$ cat src/rtl/uart_pkg.sv
// uart_pkg: shared UART FSM state encoding and baud-to-divider table
// Clock is 50 MHz; DIV values are clocks per bit, also used by the transmit-side clock generator.
package uart_pkg;
  typedef enum logic [2:0] {IDLE, START, DATA, PARITY, STOP} state_t;
  localparam logic [13:0] DIV_4800  = 14'd10416;
  localparam logic [13:0] DIV_9600  = 14'd5208;
  localparam logic [13:0] DIV_14400 = 14'd3472;
  localparam logic [13:0] DIV_19200 = 14'd2604;
  localparam logic [13:0] DIV_38400 = 14'd1302;
  localparam logic [13:0] DIV_57600 = 14'd868;
  function automatic logic [13:0] baud_to_div(input logic [16:0] baud);
    return baud == 17'd4800  ? DIV_4800  :
           baud == 17'd14400 ? DIV_14400 :
           baud == 17'd19200 ? DIV_19200 :
           baud == 17'd38400 ? DIV_38400 :
           baud == 17'd57600 ? DIV_57600 : DIV_9600;
  endfunction
endpackage

$ cat src/rtl/uart_rx_sync.sv
// uart_rx_sync: 2-flop synchronizer for the asynchronous rx line, resets to idle-high
// Ports: clk, rst (sync, active-high), d_i async input, q_o synchronized output.
module uart_rx_sync (
  input  logic clk,
  input  logic rst,
  input  logic d_i,
  output logic q_o
);
  logic [1:0] ff_q;
  always_ff @(posedge clk) ff_q <= rst ? 2'b11 : {ff_q[0], d_i};
  assign q_o = ff_q[1];
endmodule

$ cat src/rtl/uart_rx.sv
// uart_rx: mid-bit sampling UART receiver, DATA_BITS data, optional even parity, one stop bit
// Ports: clk, rst (sync, active-high), baud (bit/s, latched at start), rx (async, idle high),
//        rx_data / frame_err / parity_err (held until next rx_valid), rx_valid (1-cycle pulse), busy.
module uart_rx import uart_pkg::*; #(
  parameter int DATA_BITS = 8,
  parameter bit PARITY_EN = 1'b0
) (
  input  logic        clk,
  input  logic        rst,
  input  logic [16:0] baud,
  input  logic        rx,
  output logic [7:0]  rx_data,
  output logic        rx_valid,
  output logic        frame_err,
  output logic        parity_err,
  output logic        busy
);
  localparam logic [2:0] LAST = 3'(DATA_BITS - 1);
  state_t state_q, state_d;
  logic [13:0] cnt_q, cnt_d, div_q, div_d;
  logic [2:0] bit_q, bit_d;
  logic [7:0] sh_q, sh_d, data_q, data_d;
  logic prev_q, par_q, par_d, ferr_q, ferr_d, perr_q, perr_d, valid_q, valid_d;
  logic rx_s, hit;
  uart_rx_sync u_sync (.clk(clk), .rst(rst), .d_i(rx), .q_o(rx_s));
  // START samples half a bit in to find the centre; later bits sample one full bit apart.
  assign hit = cnt_q == (state_q == START ? (div_q >> 1) - 14'd1 : div_q - 14'd1);
  always_comb begin
    state_d = state_q;
    cnt_d = cnt_q + 14'd1;
    div_d = div_q;
    bit_d = bit_q;
    sh_d = sh_q;
    par_d = par_q;
    data_d = data_q;
    ferr_d = ferr_q;
    perr_d = perr_q;
    valid_d = 1'b0;
    case (state_q)
      IDLE: begin
        cnt_d = '0;
        if (prev_q && !rx_s) begin
          state_d = START;
          div_d = baud_to_div(baud);
          bit_d = '0;
          sh_d = '0;
        end
      end
      START: if (hit) begin
        cnt_d = '0;
        state_d = rx_s ? IDLE : DATA;
      end
      DATA: if (hit) begin
        cnt_d = '0;
        sh_d[bit_q] = rx_s;
        bit_d = bit_q + 3'd1;
        if (bit_q == LAST) state_d = PARITY_EN ? PARITY : STOP;
      end
      PARITY: if (hit) begin
        cnt_d = '0;
        par_d = ^sh_q ^ rx_s;
        state_d = STOP;
      end
      STOP: if (hit) begin
        cnt_d = '0;
        state_d = IDLE;
        data_d = sh_q;
        ferr_d = ~rx_s;
        perr_d = PARITY_EN & par_q;
        valid_d = 1'b1;
      end
      default: state_d = IDLE;
    endcase
  end
  always_ff @(posedge clk) begin
    if (rst) begin
      state_q <= IDLE;
      cnt_q <= '0;
      div_q <= DIV_9600;
      bit_q <= '0;
      sh_q <= '0;
      prev_q <= 1'b1;
      par_q <= 1'b0;
      data_q <= '0;
      ferr_q <= 1'b0;
      perr_q <= 1'b0;
      valid_q <= 1'b0;
    end else begin
      state_q <= state_d;
      cnt_q <= cnt_d;
      div_q <= div_d;
      bit_q <= bit_d;
      sh_q <= sh_d;
      prev_q <= rx_s;
      par_q <= par_d;
      data_q <= data_d;
      ferr_q <= ferr_d;
      perr_q <= perr_d;
      valid_q <= valid_d;
    end
  end
  assign rx_data = data_q;
  assign rx_valid = valid_q;
  assign frame_err = ferr_q;
  assign parity_err = perr_q;
  assign busy = state_q != IDLE;
endmodule

$ cat config.mk
export PLATFORM = sky130hd
export DESIGN_NAME = uart_rx
export DESIGN_NICKNAME = d
export VERILOG_FILES = /design/src/rtl/uart_pkg.sv /design/src/rtl/uart_rx_sync.sv /design/src/rtl/uart_rx.sv
export SDC_FILE = /design/constraint.sdc
export NUM_CORES = 1
export LEC_CHECK = 0
export BUFFER_PORTS_ARGS = -buffer_cell sky130_fd_sc_hd__buf_4
export CAP_MARGIN = 20
export CORE_MARGIN = 5
export CORE_UTILIZATION = 60
export CTS_BUF_LIST = sky130_fd_sc_hd__clkbuf_16
export CTS_CLUSTER_SIZE = 40
export DETAILED_ROUTE_END_ITERATION = 8
export PLACE_DENSITY = 0.88
export SLEW_MARGIN = 10
export SYNTH_ARGS = -nofsm -noshare
export SYNTH_HDL_FRONTEND = slang
export SYNTH_SLANG_ARGS = --single-unit
export TNS_END_PERCENT = 10
$ cat constraint.sdc
create_clock -name clk -period 4.9 [get_ports clk]
set_input_delay 0.49 -clock clk [delete_from_list [all_inputs] [get_ports clk]]
set_output_delay 0.49 -clock clk [all_outputs]
set_load 0.005 [all_outputs]
## Word-level counts from Yosys, hierarchy flattened

Index checks and enable logic that the tools add are counted.
W data, S select, Z words.

- Output and inout bits: 12
- Word-level logic and storage cells: 73
- Register bits after elaboration: 55
- Input bits: 20

- Add/sub/neg operators: 4
- $lt $le $gt $ge: 2
- Muxes and demuxes: 26
- Reductions and logical operators: 12
- Equal/unequal tests: 17
- Bitwise operators: 2

Operators with widths:

| operator | number |
|---|---|
| $mux W13 | 4 |
| $mux W14 | 3 |
| $eq A17 B16 Y1 const B | 2 |
| $pmux W14 S2 | 1 |
| $mux W3 | 8 |
| $eq A17 B13 Y1 const B | 1 |
| $eq A17 B14 Y1 const B | 1 |
| $eq A17 B15 Y1 const B | 1 |
| $mux W8 | 2 |
| $pmux W8 S2 | 1 |
| $pmux W3 S5 | 1 |
| $add A14 B1 Y14 const B | 1 |
| $eq A14 B14 Y1 | 1 |
| $sub A13 B1 Y14 const B | 1 |
| $sub A14 B1 Y14 const B | 1 |
| $ne A2 B2 Y1 const B | 6 |
| $bwmux W8 | 1 |
| $eq A3 B2 Y1 const B | 2 |
| $eq A3 B3 Y1 const B | 2 |
| $pmux W3 S2 | 1 |
| $reduce_and A6 Y1 | 1 |
| $lt A3 B4 Y1 const B | 1 |
| $reduce_and A2 Y1 | 2 |
| $reduce_or A4 Y1 | 1 |
| other kinds (14) | 17 |

## Depth between registers and ports, before layout

- Depth in word-level cells: 7
- Gate-level depth with buffers: 14
- Mapped depth without buffers: 11

## Modules after synthesis

A second synthesis with hierarchy kept.

- Cell total of the unflattened synthesis: 400
- Area, all modules: 3320.7 µm²

Modules (own cells, without submodules):

| module | cells each | area each (µm²) | sequential area each (µm²) | instances |
|---|---|---|---|---|
| uart_rx | 396 | 3268.1 | 1041.0 | 1 |
| uart_rx_sync | 4 | 52.6 | 40.0 | 1 |

## Worst setup path before layout

Ideal clock, no wire load.

- Path kind: register -> register
- Start point: register state_q[0]
- End point: register state_q[1]
- Cell stages (with the launch flop): 14
- Setup time: 0.116 ns
- Clock period less this slack: 3.397 ns
- Path buffers: 2
- Arrival time: 3.282 ns
- Setup slack: 1.503 ns
- Cell sequence: dfxtp_1 -> nor3b_2 -> buf_4 -> mux2i_1 -> ha_1 -> or4b_1 -> a2111oi_0 -> nor3_1 -> xnor2_1 -> a21oi_1 -> nand4_2 -> buf_6 -> o31a_1 -> a31o_1

- Cells in the longest elaborated chain, start to end: 5
- Elaborated cells on any way between the ends: 15
- Those cells by class: eq/ne (11); mux (2); reduce/logical (2)

RTL lines:

| item | line | RTL |
|---|---|---|
| start: declaration | uart_rx.sv:19 | `state_t state_q, state_d;` |
| start signal: assignment | uart_rx.sv:89 | `state_q <= state_d;` |
| $eq A3 B1 Y1 | uart_rx.sv:27, uart_rx.sv:39 |  |
| $mux W14 | uart_rx.sv:27 | `assign hit = cnt_q == (state_q == START ? (div_q >> 1) - 14'd1 : div_q - 14'd1);` |
| $eq A14 B14 Y1 | uart_rx.sv:27 |  |
| $ne A2 B2 Y1 (no source line) | - |  |
| $reduce_and A6 Y1 (no source line) | - |  |

Parallel ways exist; a longest one is shown, timed or not.
A chain may end at the register's enable or synchronous reset.

## Worst setup path in the final report

- Start point: register state_q[0]
- End point: register data_q[6], in the netlist rx_data[6]

- Cells in the longest elaborated chain, start to end: 4
- Elaborated cells on any way between the ends: 5
- Those cells by class: eq/ne (3); mux (1); reduce/logical (1)

RTL lines:

| item | line | RTL |
|---|---|---|
| $eq A3 B1 Y1 | uart_rx.sv:27 |  |
| $mux W14 | uart_rx.sv:27 |  |
| $eq A14 B14 Y1 | uart_rx.sv:27 |  |
| $reduce_and A2 Y1 (no source line) (*) | - |  |
| end signal: assignment | uart_rx.sv:96 | `data_q <= data_d;` |
| end: declaration | uart_rx.sv:22 | `logic [7:0] sh_q, sh_d, data_q, data_d;` |

Mark *: on every way between the ends. The rest lies on a longest branch, timed or not.

==> impl_metrics.yaml <==
critical_path:
  regToRegStartpoint: "state_q[0]"
  start_kind: "flip-flop"
  path_cells: "nor3b_2 > mux2i_1 > ha_1 > or4b_1 > a2111oi_0 > nor3_1 > xnor2_1 > a21oi_1 > nand4_2 > nor3_1 > buf_4 > mux2i_1"
  crit_arrival_ps: 4270
  path_max_fanout: 17
  cpPeakStageDelay_ps: 630
  worstSetupStartpoint: "state_q[0]"
  worstSetupEndpointType: "flip-flop"
  critPathRequiredTime_ps: 5120
  crit_path_top_delay_cell: "dfxtp_1"
  crit_type: "reg2reg"
die:
  rows: 28
  dieWidth_um: 87.11
  dieArea_um2: 7587
  design.portCount: 32
  core_um2: 5851
  die_h_um: 87.11
  initial_core_util_pct: 60.97
route:
  vias: 3104
  drt.antenna.violating_nets: 0
  drtPass1Iterations: 4
  totalWireLength_um: 8113
  drc: 0
  first_iter_violations: 214
  post_drt_wl_per_cell_um: 16.10
  post_drt_via_cell_ratio: 6.159
logic_synthesis:
  ys_warn_count: 0
  synth.distinct_cells: 71
  synthArstFlopShare_pct: 0
  yosysTopAreaCellShare_pct: 30.31
  netlist_area_um2: 3567
  synth-seq-cells: 54
  synthTopCellsByCount: "54 x dfxtp_1, 35 x nor2_1, 33 x nand2_1, 28 x mux2i_1, 26 x nand2b_1"
  synth.most_common_cell: "dfxtp_1"
  synth.avg_cell_area_um2: 8.433
  synth_edf_count: 0
  yosys.area.top_type: "dfxtp_1"
  ys.flop_type: "dfxtp_1"
  ys_seq_area_share_pct: 30.31
  synthesis.nets: 447
  synth_top_cells_by_area: "dfxtp_1 30%, mux2i_1 7.9%, nand2b_1 4.6%, xnor2_1 4.2%, nor2_1 3.7%"
  syn_inst: 423
global_routing:
  grtUsageTotal_pct: 22.76
  grt_overflow: 0
  antenna_found_initial: 0
  grt_max_degree: 59
  grt_pass1_vias: 3015
  grt_pass1_wl_um: 14120
finish:
  fin_cells: 504
  multiInputGateArea_um2: 2298
  n_antenna_cell: 0
  layout.area.seq_um2: 1081
  fillers: 465
  drive_gt1_share_pct: 15.38
  fin_nets: 452
  fin_area_um2: 3916
  syn2layout_area_growth_pct: 9.786
pwr:
  p_switching_uw: 231.4
  combPwrFrac_pct: 10.0
  p_clk_share_pct: 42.4
  peakVddDrop_v: 0.0001668
  p_leak_uw: 0.001301
  p_sw_share_pct: 24.05
  internal_power_uw: 730.6
  p_per_area_nw_per_um2: 245.6
  seq_power_share_pct: 47.6
timing:
  setup_slack_ps: 851.4
  clock_skew_ps: 7.105
  rsz0062_at_grt: "no"
  fin_setup_tns_ps: 0
  setup_viol: 0
  slew_headroom_pct: 38.54
  fmax_mhz: 247.0
  finalHoldViolCount: 0
  fin_crit_sh_pct: 82.62
  worst_pin_slew_ps: 919.9
  drv_slew: 0
  finalCriticalPeriod_ps: 4049
cts:
  clk_path_buf_depth: 2
  cts_resized: 0
  clk_pin_slew_ps: 70
  tritoncts: "built"
  root_buffer: "clkbuf_16"
  clock_sinks: 54
  clkLatencyLatePin_ps: 290
  postCtsSetupRepairBufs: 0
  cts_inserted_buffers: 5
  cts_htree_levels: 2
  ctsHoldBuffers: 0
run_status:
  status: "finished clean"
min_path:
  hp-class: "in2reg"
  min_from: "rx"
flow_run:
  cap_violations: 0
placement:
  dp_hpwl_um: 5907
  placed_area_um2: 3744
  portBuffers: 30
  place_inst: 496
  gp_congestion: 0.9853
  place_ws_ps: 919.3
==> area by class of cell <==
type                    instances  share of cell area, %
inverters                       6                 0.5751
well taps                      75                  2.396
clock inverters                 3                  1.214
multi-input cells             328                  58.69
flip-flops and latches         54                  27.60
repair buffers                 33                  6.326
clock buffers                   5                  3.195
==> registers in the layout, indices dropped and copies added, names as in the netlist <==
register     flops
frame_err        1
rx_data          8
rx_valid         1
cnt_q           14
bit_q            3
state_q          3
u_sync.ff_q      2
sh_q             8
prev_q           1
div_q           13
==> stage by stage <==
step,hold slack [ps],total power [µW],util [%]
2_1_floorplan,389.5,535.9,-
3_3_place_gp,400.2,559.6,63.99
3_5_place_dp,405.8,562.7,63.99
4_1_cts,373.7,963.9,66.94
5_1_grt,382.5,997.4,66.94
6_report,374.6,962.0,66.94
==> power by group through the flow <==
stage | combinational, µW | clock (µW) | sequential [µW]
after floorplan | 76.7 | 0 | 459
after global placement | 92.5 | 0 | 467
after detailed placement | 95.3 | 0 | 467
after CTS | 95.7 | 411 | 457
after global routing | 107 | 432 | 459
final | 96.4 | 408 | 458
==> cells by family (layout without fill, tap and decap cells) <==
family | count (synthesis) | count (layout) | synth area share (%)
other | 1 | 1 | 0.1051
multiplexers | 28 | 28 | 7.857
flip-flops | 54 | 54 | 30.31
adder cells (fa/ha/maj) | 4 | 4 | 1.403
buffers and inverters | 41 | 47 | 5.261
AND/OR/NAND/NOR | 200 | 200 | 33.15
AO/OA/AOI/OAI | 66 | 66 | 14.80
XOR/XNOR | 29 | 29 | 7.120
==> critical path: cells and delay by family, from the launching register on <==
family	cells	cell delay [ps]
fa+ha+maj	1	270
simple gates	5	1670
compound gates	2	590
buf+inv	1	240
flops	1	630
mux	2	430
xor+xnor	1	150
==> layout by cell type, fill, tap and decap left out, types with 3 or more instances in the layout <==
cell       count
mux2i_1       28
nor2_1        35
inv_1          6
nor2b_1        3
nor4_1         6
o32ai_1       14
clkbuf_16      5
xnor2_1       17
xor2_1        12
nor4_2         3
a21oi_1        8
nand2b_1      26
nand2_1       33
or2_2          6
or4_1          4
or3b_2         5
nor4bb_1       6
nor3_1        16
or3_1         17
nand4_1        6
dfxtp_1       54
ha_1           4
a31oi_1        4
nand4b_1       4
a211o_1        3
nand3_1       10
buf_4         33
o21ai_0        7
a211oi_1       4
==> worst paths after layout <==
| kind | to | slack, ps | cells past startpoint |
|---|---|---|---|
| worst max-delay path | rx_data[6] | 850 | 12 |
| worst min-delay path | u_sync.ff_q[0] | 370 | 2 |
| worst min register to register | u_sync.ff_q[1] | 430 | 1 |
| worst max register to register | rx_data[6] | 850 | 12 |
==> routing by layer <==
| metal | track usage (%) | up-vias | routed length [µm] |
|---|---|---|---|
| li1 | - | 1556 | - |
| met1 | 29.69 | 1483 | 3632 |
| met2 | 38.79 | 52 | 4069 |
| met3 | 3.027 | 13 | 250 |
| met4 | 7.392 | 0 | 160 |
| met5 | 0 | - | 0 |
Note: power is estimated with default switching activity, not from simulation.
